$ cat src/rtl/mem_arbiter.sv
`default_nettype none
// ============================================================================
// Module      : mem_arbiter
// Description : Two-requester arbiter for a single-ported synchronous RAM.
//               An instruction-fetch port and a data port share one RAM
//               port. Data normally has priority. A starvation counter forces
//               a fetch grant after STARVE_MAX consecutive fetch losses.
//               The read latency is one cycle. The owner of each pending read
//               is tracked, so the returned word is steered to the correct
//               requester. A new grant can be issued in the same cycle as a
//               previous read's rvalid, giving full throughput.
// Ports       : clk, rst (sync, active low)
//               fetch : i_req, i_addr -> i_gnt, i_rvalid, i_rdata
//               data  : d_req, d_we, d_addr, d_wdata -> d_gnt, d_rvalid,
//                       d_rdata
//               RAM   : mem_en, mem_we, mem_addr, mem_wdata <- mem_rdata
//               hazard: stall_if
// Revision    : 1.0 - initial release
// ============================================================================
module mem_arbiter #(
    parameter int ADDR_W     = 14,
    parameter int STARVE_MAX = 4
) (
    input  logic              clk,
    input  logic              rst,
    input  logic              i_req,
    input  logic [ADDR_W-1:0] i_addr,
    output logic              i_gnt,
    output logic              i_rvalid,
    output logic [31:0]       i_rdata,
    input  logic              d_req,
    input  logic [3:0]        d_we,
    input  logic [ADDR_W-1:0] d_addr,
    input  logic [31:0]       d_wdata,
    output logic              d_gnt,
    output logic              d_rvalid,
    output logic [31:0]       d_rdata,
    output logic              mem_en,
    output logic [3:0]        mem_we,
    output logic [ADDR_W-1:0] mem_addr,
    output logic [31:0]       mem_wdata,
    input  logic [31:0]       mem_rdata,
    output logic              stall_if
);

    // Pending-read owner encoding
    localparam logic [1:0] c_IDLE = 2'd0;
    localparam logic [1:0] c_RD_I = 2'd1;
    localparam logic [1:0] c_RD_D = 2'd2;

    localparam logic [3:0] c_STARVE_MAX = 4'(STARVE_MAX);

    logic [1:0] r_state;
    logic [3:0] r_starve_cnt;

    logic w_i_win;
    logic w_i_gnt;
    logic w_d_gnt;

    // Fetch wins when it is alone, or when it has lost STARVE_MAX times in a row.
    assign w_i_win = i_req & (~d_req | (r_starve_cnt == c_STARVE_MAX));

    // rst is active low. All grants are suppressed while reset is held.
    assign w_i_gnt = rst & w_i_win;
    assign w_d_gnt = rst & d_req & ~w_i_win;

    assign i_gnt    = w_i_gnt;
    assign d_gnt    = w_d_gnt;
    assign mem_en   = w_i_gnt | w_d_gnt;
    assign stall_if = rst & i_req & ~w_i_gnt;

    // Only the granted side reaches the RAM. The other side's inputs are don't-care.
    always_comb begin
        mem_addr  = '0;
        mem_we    = 4'd0;
        mem_wdata = 32'd0;
        if (w_i_gnt) begin
            mem_addr = i_addr;
        end else if (w_d_gnt) begin
            mem_addr  = d_addr;
            mem_we    = d_we;
            mem_wdata = d_wdata;
        end
    end

    assign i_rvalid = (r_state == c_RD_I);
    assign d_rvalid = (r_state == c_RD_D);
    assign i_rdata  = i_rvalid ? mem_rdata : 32'd0;
    assign d_rdata  = d_rvalid ? mem_rdata : 32'd0;

    always_ff @(posedge clk) begin
        if (!rst) begin
            r_state      <= c_IDLE;
            r_starve_cnt <= 4'd0;
        end else begin
            // Next state depends only on this cycle's grant, which lets reads
            // issue back to back.
            if (w_i_gnt) begin
                r_state <= c_RD_I;
            end else if (w_d_gnt && (d_we == 4'd0)) begin
                r_state <= c_RD_D;
            end else begin
                r_state <= c_IDLE;
            end

            if (i_req && !w_i_gnt) begin
                if (r_starve_cnt != c_STARVE_MAX) begin
                    r_starve_cnt <= r_starve_cnt + 4'd1;
                end
            end else begin
                r_starve_cnt <= 4'd0;
            end
        end
    end

endmodule
`default_nettype wire
$ cat config.mk
export PLATFORM = sky130hd
export DESIGN_NAME = mem_arbiter
export DESIGN_NICKNAME = d
export VERILOG_FILES = /design/src/rtl/mem_arbiter.sv
export SDC_FILE = /design/constraint.sdc
export NUM_CORES = 1
export LEC_CHECK = 0
export ABC_AREA = 1
export CELL_PAD_IN_SITES_DETAIL_PLACEMENT = 1
export CELL_PAD_IN_SITES_GLOBAL_PLACEMENT = 2
export CORE_MARGIN = 2
export CORE_UTILIZATION = 10
export CTS_CLUSTER_SIZE = 16
export DETAILED_ROUTE_END_ITERATION = 8
export GPL_TIMING_DRIVEN = 0
export PLACE_DENSITY_LB_ADDON = 0.1
export SLEW_MARGIN = 20
export SYNTH_ARGS = -nofsm -noshare
export SYNTH_HDL_FRONTEND = slang
export SYNTH_SLANG_ARGS = --single-unit
export TNS_END_PERCENT = 5
$ cat constraint.sdc
create_clock -name clk -period 2.3 [get_ports clk]
set_input_delay 0.46 -clock clk [delete_from_list [all_inputs] [get_ports clk]]
set_output_delay 0.46 -clock clk [all_outputs]
set_load 0.005 [all_outputs]
== Word-level counts from Yosys, hierarchy flattened ==
Cells that the tools add are included.
Widths: inputs -> output; s select.

* Register bits after elaboration: 6
* Input port bits: 100
* Word-level logic and storage cells: 36

* $add $sub $neg: 1
* Equal/unequal tests: 4
* Muxes and demuxes: 10
* Bitwise gates (word level): 12
* Reduce and logical (&&, ||, !) cells: 6

{| class="wikitable"
|+ Operators with widths
! cell !! count
|-
| $mux 32 || 4
|-
| $mux 14 || 2
|-
| $mux 4 || 2
|-
| $and 1x1->1 || 6
|-
| $add 4x1->4 const B || 1
|-
| $eq 4x3->1 const B || 1
|-
| $logic_not 4->1 || 1
|-
| $ne 4x3->1 const B || 1
|-
| $not 1->1 || 4
|-
| $eq 2x1->1 const B || 1
|-
| $eq 2x2->1 const B || 1
|-
| $logic_and 1x1->1 || 2
|-
| $mux 2 || 1
|-
| $or 1x1->1 || 2
|-
| $reduce_and 2->1 || 1
|-
| $reduce_or 2->1 || 1
|-
| $logic_not 1->1 || 1
|-
| $mux 1 || 1
|}

== Depth between registers and ports, before layout ==
* Word-level depth: 8
* Depth in mapped cells: 7
* Depth with buffers taken out: 6

== Least setup slack after synthesis ==
OpenSTA, ideal clock, no wires.

* Path kind: flip-flop to output port
* Start point: register r_starve_cnt[0]
* End point: output mem_wdata[10]
* Data arrival time: 1.219 ns
* Data required time: 1.840 ns
* Path slack: 0.621 ns
* Cell stages (with the launch flop): 8
* Path buffers: 2
* Cell sequence: dfxtp_1 > inv_1 > ha_1 > nand4_2 > nand2_1 > buf_4 > buf_6 > nor2_1

* Longest elaborated chain between the ends: 7
* Elaborated cells between the ends (all ways): 8

{| class="wikitable"
|+ RTL lines
! what !! RTL line !! RTL
|-
| start: declaration || 54 || <nowiki>logic [3:0] r_starve_cnt;</nowiki>
|-
| start signal: assignment || 108 || <nowiki>r_starve_cnt <= r_starve_cnt + 4'd1;</nowiki>
|-
| $eq 4x3->1 * || 61 || <nowiki>assign w_i_win = i_req & (~d_req | (r_starve_cnt == c_STARVE_MAX));</nowiki>
|-
| $or 1x1->1 * || 61 ||
|-
| $and 1x1->1 * || 61 ||
|-
| $not 1->1 || 65 || <nowiki>assign w_d_gnt = rst & d_req & ~w_i_win;</nowiki>
|-
| $and 1x1->1 || 65 ||
|-
| $mux 32 || 79 || <nowiki>end else if (w_d_gnt) begin</nowiki>
|-
| $mux 32 * || 77 || <nowiki>if (w_i_gnt) begin</nowiki>
|-
| end: declaration || 41 || <nowiki>output logic [31:0] mem_wdata,</nowiki>
|}

Every way passes the cells marked *; elsewhere a longest branch is shown, timed or not.

== Worst setup path after layout ==
* Start point: register r_starve_cnt[1]
* End point: output d_gnt

* Longest elaborated chain between the ends: 5

{| class="wikitable"
|+ RTL lines
! what !! RTL line !! RTL
|-
| $eq 4x3->1 || 61 ||
|-
| $or 1x1->1 || 61 ||
|-
| $and 1x1->1 || 61 ||
|-
| $not 1->1 || 65 ||
|-
| $and 1x1->1 || 65 ||
|-
| end: declaration || 35 || <nowiki>output logic d_gnt,</nowiki>
|}

No other way between the ends.

==> impl_results.md <==
- Nets: 602
- Reg2reg path depth: 6
- Finished Cell Area: 3810 sq um
- End of the worst register-to-register path: r_state[1]
- Yosys warning total: 0
- Result of the run: finished clean
- Kind of launch point of the worst setup path: flip-flop
- Maximum level of the CTS H-tree: 1
- Syn Std Cell Area: 1200 sq um
- DRT iter0 DRCs: 48
- Synthesized instance count: 267
- Power per standard cell area: 215 nW/um^2
- Worst R2R Start: r_starve_cnt[0]
- Critical Path, Cell by Cell: inv_2 > ha_4 > nand4_4 > nand2_4 > buf_6 > buf_8 > inv_1 > clkdlybuf4s50_1
- Final setup vio count: 0
- Initial antenna violation count: 0
- Critical Path Slowest Stage Cell: clkdlybuf4s50_1
- Final wirelength: 7.88 mm
- Period minus WS final: 2.23 ns
- Std-Cell Rows: 40
- Ratio of routed vias to standard cells: 3.71
- Global-route wire length before repair: 12.2 mm
- Slew @ Worst Pin: 0.470 ns
- Vias in the first global route: 2435
- Die outline width: 114 microns
- Longest Clk Path Bufs: 2
- Endpoint, Worst Hold: r_starve_cnt[0]
- Antenna diodes: 0
- Maximum number of pins on one net before global-route repair: 11
- Endpoint required time on the critical path: 1.84 ns
- Starting Density: 10.1%
- Clk_lat worst skew: 0.23 ns
- Net count of the mapped netlist: 369
- Number of buffers and inverters on the critical path: 5
- Unique cell type count in the Yosys netlist: 17
- Overall global routing resource usage: 11.4%
- Critical path's largest stage delay: 0.49 ns
- Number of flip-flops and latches in the synthesized netlist: 6
- IO buf count: 219
- Dpl cell area: 3580 sq um
- Worst Path Class, Setup: flip-flop to primary output
- Number of stages on the worst hold path: 1
- Sequential fraction of the synthesis area: 9.98%
- Count of maximum capacitance violations: 0
- Number of clock sinks: 6
- Area overhead of the layout relative to synthesis: 217%
- Number of filler cells placed in the layout: 1489
- Worst hold path startpoint: r_starve_cnt[0]
- DRC Markers: 0
- Number of iterations in the first detailed-routing pass: 4
- Remaining global-route overflow: 0
- CTS Root Buffer Type: clkbuf_16
- Type of the worst min-delay path: flip-flop to flip-flop
- Final weighted congestion of routability-driven global placement: 0.694
- Count of pins over their slew limit: 0
- Per-instance average area after synthesis: 4.51 sq um
- Layout cells sized above 1: 7.23%
- Number of routed nets with antenna violations: 0
- Die height: 114 microns
- IR drop worst, VDD: 0.163 mV
- Die area: 12900 sq um
- Top delay family on crit path: buffers and inverters
- Biggest fanout along the worst timing path: 6
- Setup slack of the worst register-to-register path: 1.14 ns
- Vias after detailed routing: 2395
- Number of buffers created by CTS: 3
- Final hold violation count: 0
- Detail-routed net length per standard cell: 12.2 microns
- HPWL after DPL: 6.74 mm
- TritonCTS clock tree: yes
- Crit path arrival time: 1.77 ns
- Final cycle utilization of the critical path: 97.0%
- Clock Pin Slew Worst Setup and Hold Paths: 0.03 ns
- Highest clock rate: 0.448 GHz
- Core outline area: 11900 sq um
- Unrepaired setup endpoints after global routing: true
- Kind of capture point of the worst setup path: primary output
- Leakage: 2.03 nW
- Final clock skew: 0.000677 ns
- Hold slack: 0.435 ns
- Count of boundary I/O pins: 220
- Max-slew headroom: 68.7%
==> cells by family after synthesis <==
family | synth area share, %
XOR/XNOR | 0.728
AND/OR/NAND/NOR | 54.9
adder cells (fa/ha/maj) | 2.08
AO/OA/AOI/OAI | 1.66
flip-flops | 9.98
buffers and inverters | 30.7
==> per-stage QoR <==
stage / setup TNS, ns / utilization (%) / power, mW / setup slack, ns / cells
6_report: 0 / 32.2 / 0.820 / 0.0693 / 645
5_1_grt: -1.97 / 32.2 / 0.873 / -0.0873 / 645
3_5_place_dp: -19.67 / 30.2 / 0.535 / -0.565 / 633
3_3_place_gp: -18.31 / 30.2 / 0.531 / -0.577 / 633
4_1_cts: -0.234 / 31.3 / 0.825 / -0.0355 / 639
2_1_floorplan: 0 / - / 0.218 / 0.621 / 267
==> synth_stat cells <==
master	number	area [sq um]
nand4_2	1	12.5
o21ai_0	1	5.00
dfxtp_1	6	120
inv_2	1	3.75
buf_6	2	22.5
xnor2_1	1	8.76
buf_2	1	5.00
ha_1	2	25.0
clkbuf_1	7	26.3
nand2_1	22	82.6
nand3_1	31	155
buf_1	2	7.51
nor2_1	106	398
nand4_1	2	12.5
inv_1	77	289
buf_4	2	15.0
a21oi_1	3	15.0
==> where the power goes <==
part / internal, mW / switching [mW]
logic: 0.284 / 0.144
registers: 0.106 / 0.00149
clock network: 0.223 / 0.0610
==> layer usage <==
layer / vias to the layer above / GRT usage, % / wire, microns
li1: 1214 / - / -
met1: 1051 / 13.1 / 3110
met2: 125 / 21.7 / 3980
met3: 5 / 2.66 / 734
met4: 0 / 2.20 / 61
met5: - / 0 / 0
==> state kept, by name (all words and copies together) (netlist names) <==
name / cells
r_starve_cnt: 4
r_state: 2
==> final cells by class <==
class,count,area [sq um],share of cell area [%]
repair buffers,228,2260,59.2
flip-flops and latches,6,126,3.31
well taps,147,184,4.82
clock buffers,3,75.1,1.97
plain buffers,14,110,2.89
multi-input cells,169,768,20.1
inverters,78,293,7.68
==> worst register-to-register path, stage by stage (launching register included) <==
cell and delay [ns]:
dfxtp_4 0.34, inv_2 0.06, ha_4 0.16, nand4_4 0.14
nand2_4 0.13, buf_2 0.16, nor2_1 0.05
==> what timing repair did <==
action                                  CTS  global route
hold buffers                              0             0
resized for setup                        43            28
hold endpoints to repair                  0             0
endpoints found under the setup margin   52            84
buffers inserted                          3             5
gates cloned                              0             1
pin swaps                                 2             3
==> worst max-delay path by stage <==
stage,slack (ns),end,cells after the start,start
global placement,-0.58,mem_addr[8],7,i_req
finish,0.07,d_gnt,8,r_starve_cnt[1]
detailed placement,-0.57,mem_addr[9],7,i_req
global route,-0.09,d_rdata[17],6,r_state[1]
floorplan,0.62,mem_wdata[10],7,r_starve_cnt[0]
CTS,-0.04,mem_we[0],7,r_starve_cnt[0]
==> cell usage in the layout, fill, tap and decap left out, types with 2 or more instances in the layout <==
cell type        instances
nand4_1                  2
dlymetal6s2s_1          10
clkdlybuf4s50_1        187
buf_4                   11
nand2_4                  2
nand3_1                 30
nor2_1                 106
a21oi_1                  3
buf_8                    2
dfxtp_1                  3
inv_2                    4
clkbuf_1                 3
nand2_2                  2
nand2_1                 18
dfxtp_2                  2
inv_1                   74
clkbuf_16                3
buf_1                    2
dlygate4sd2_1           21
buf_6                    3
No activity file was read; power rests on OpenSTA's default activity.
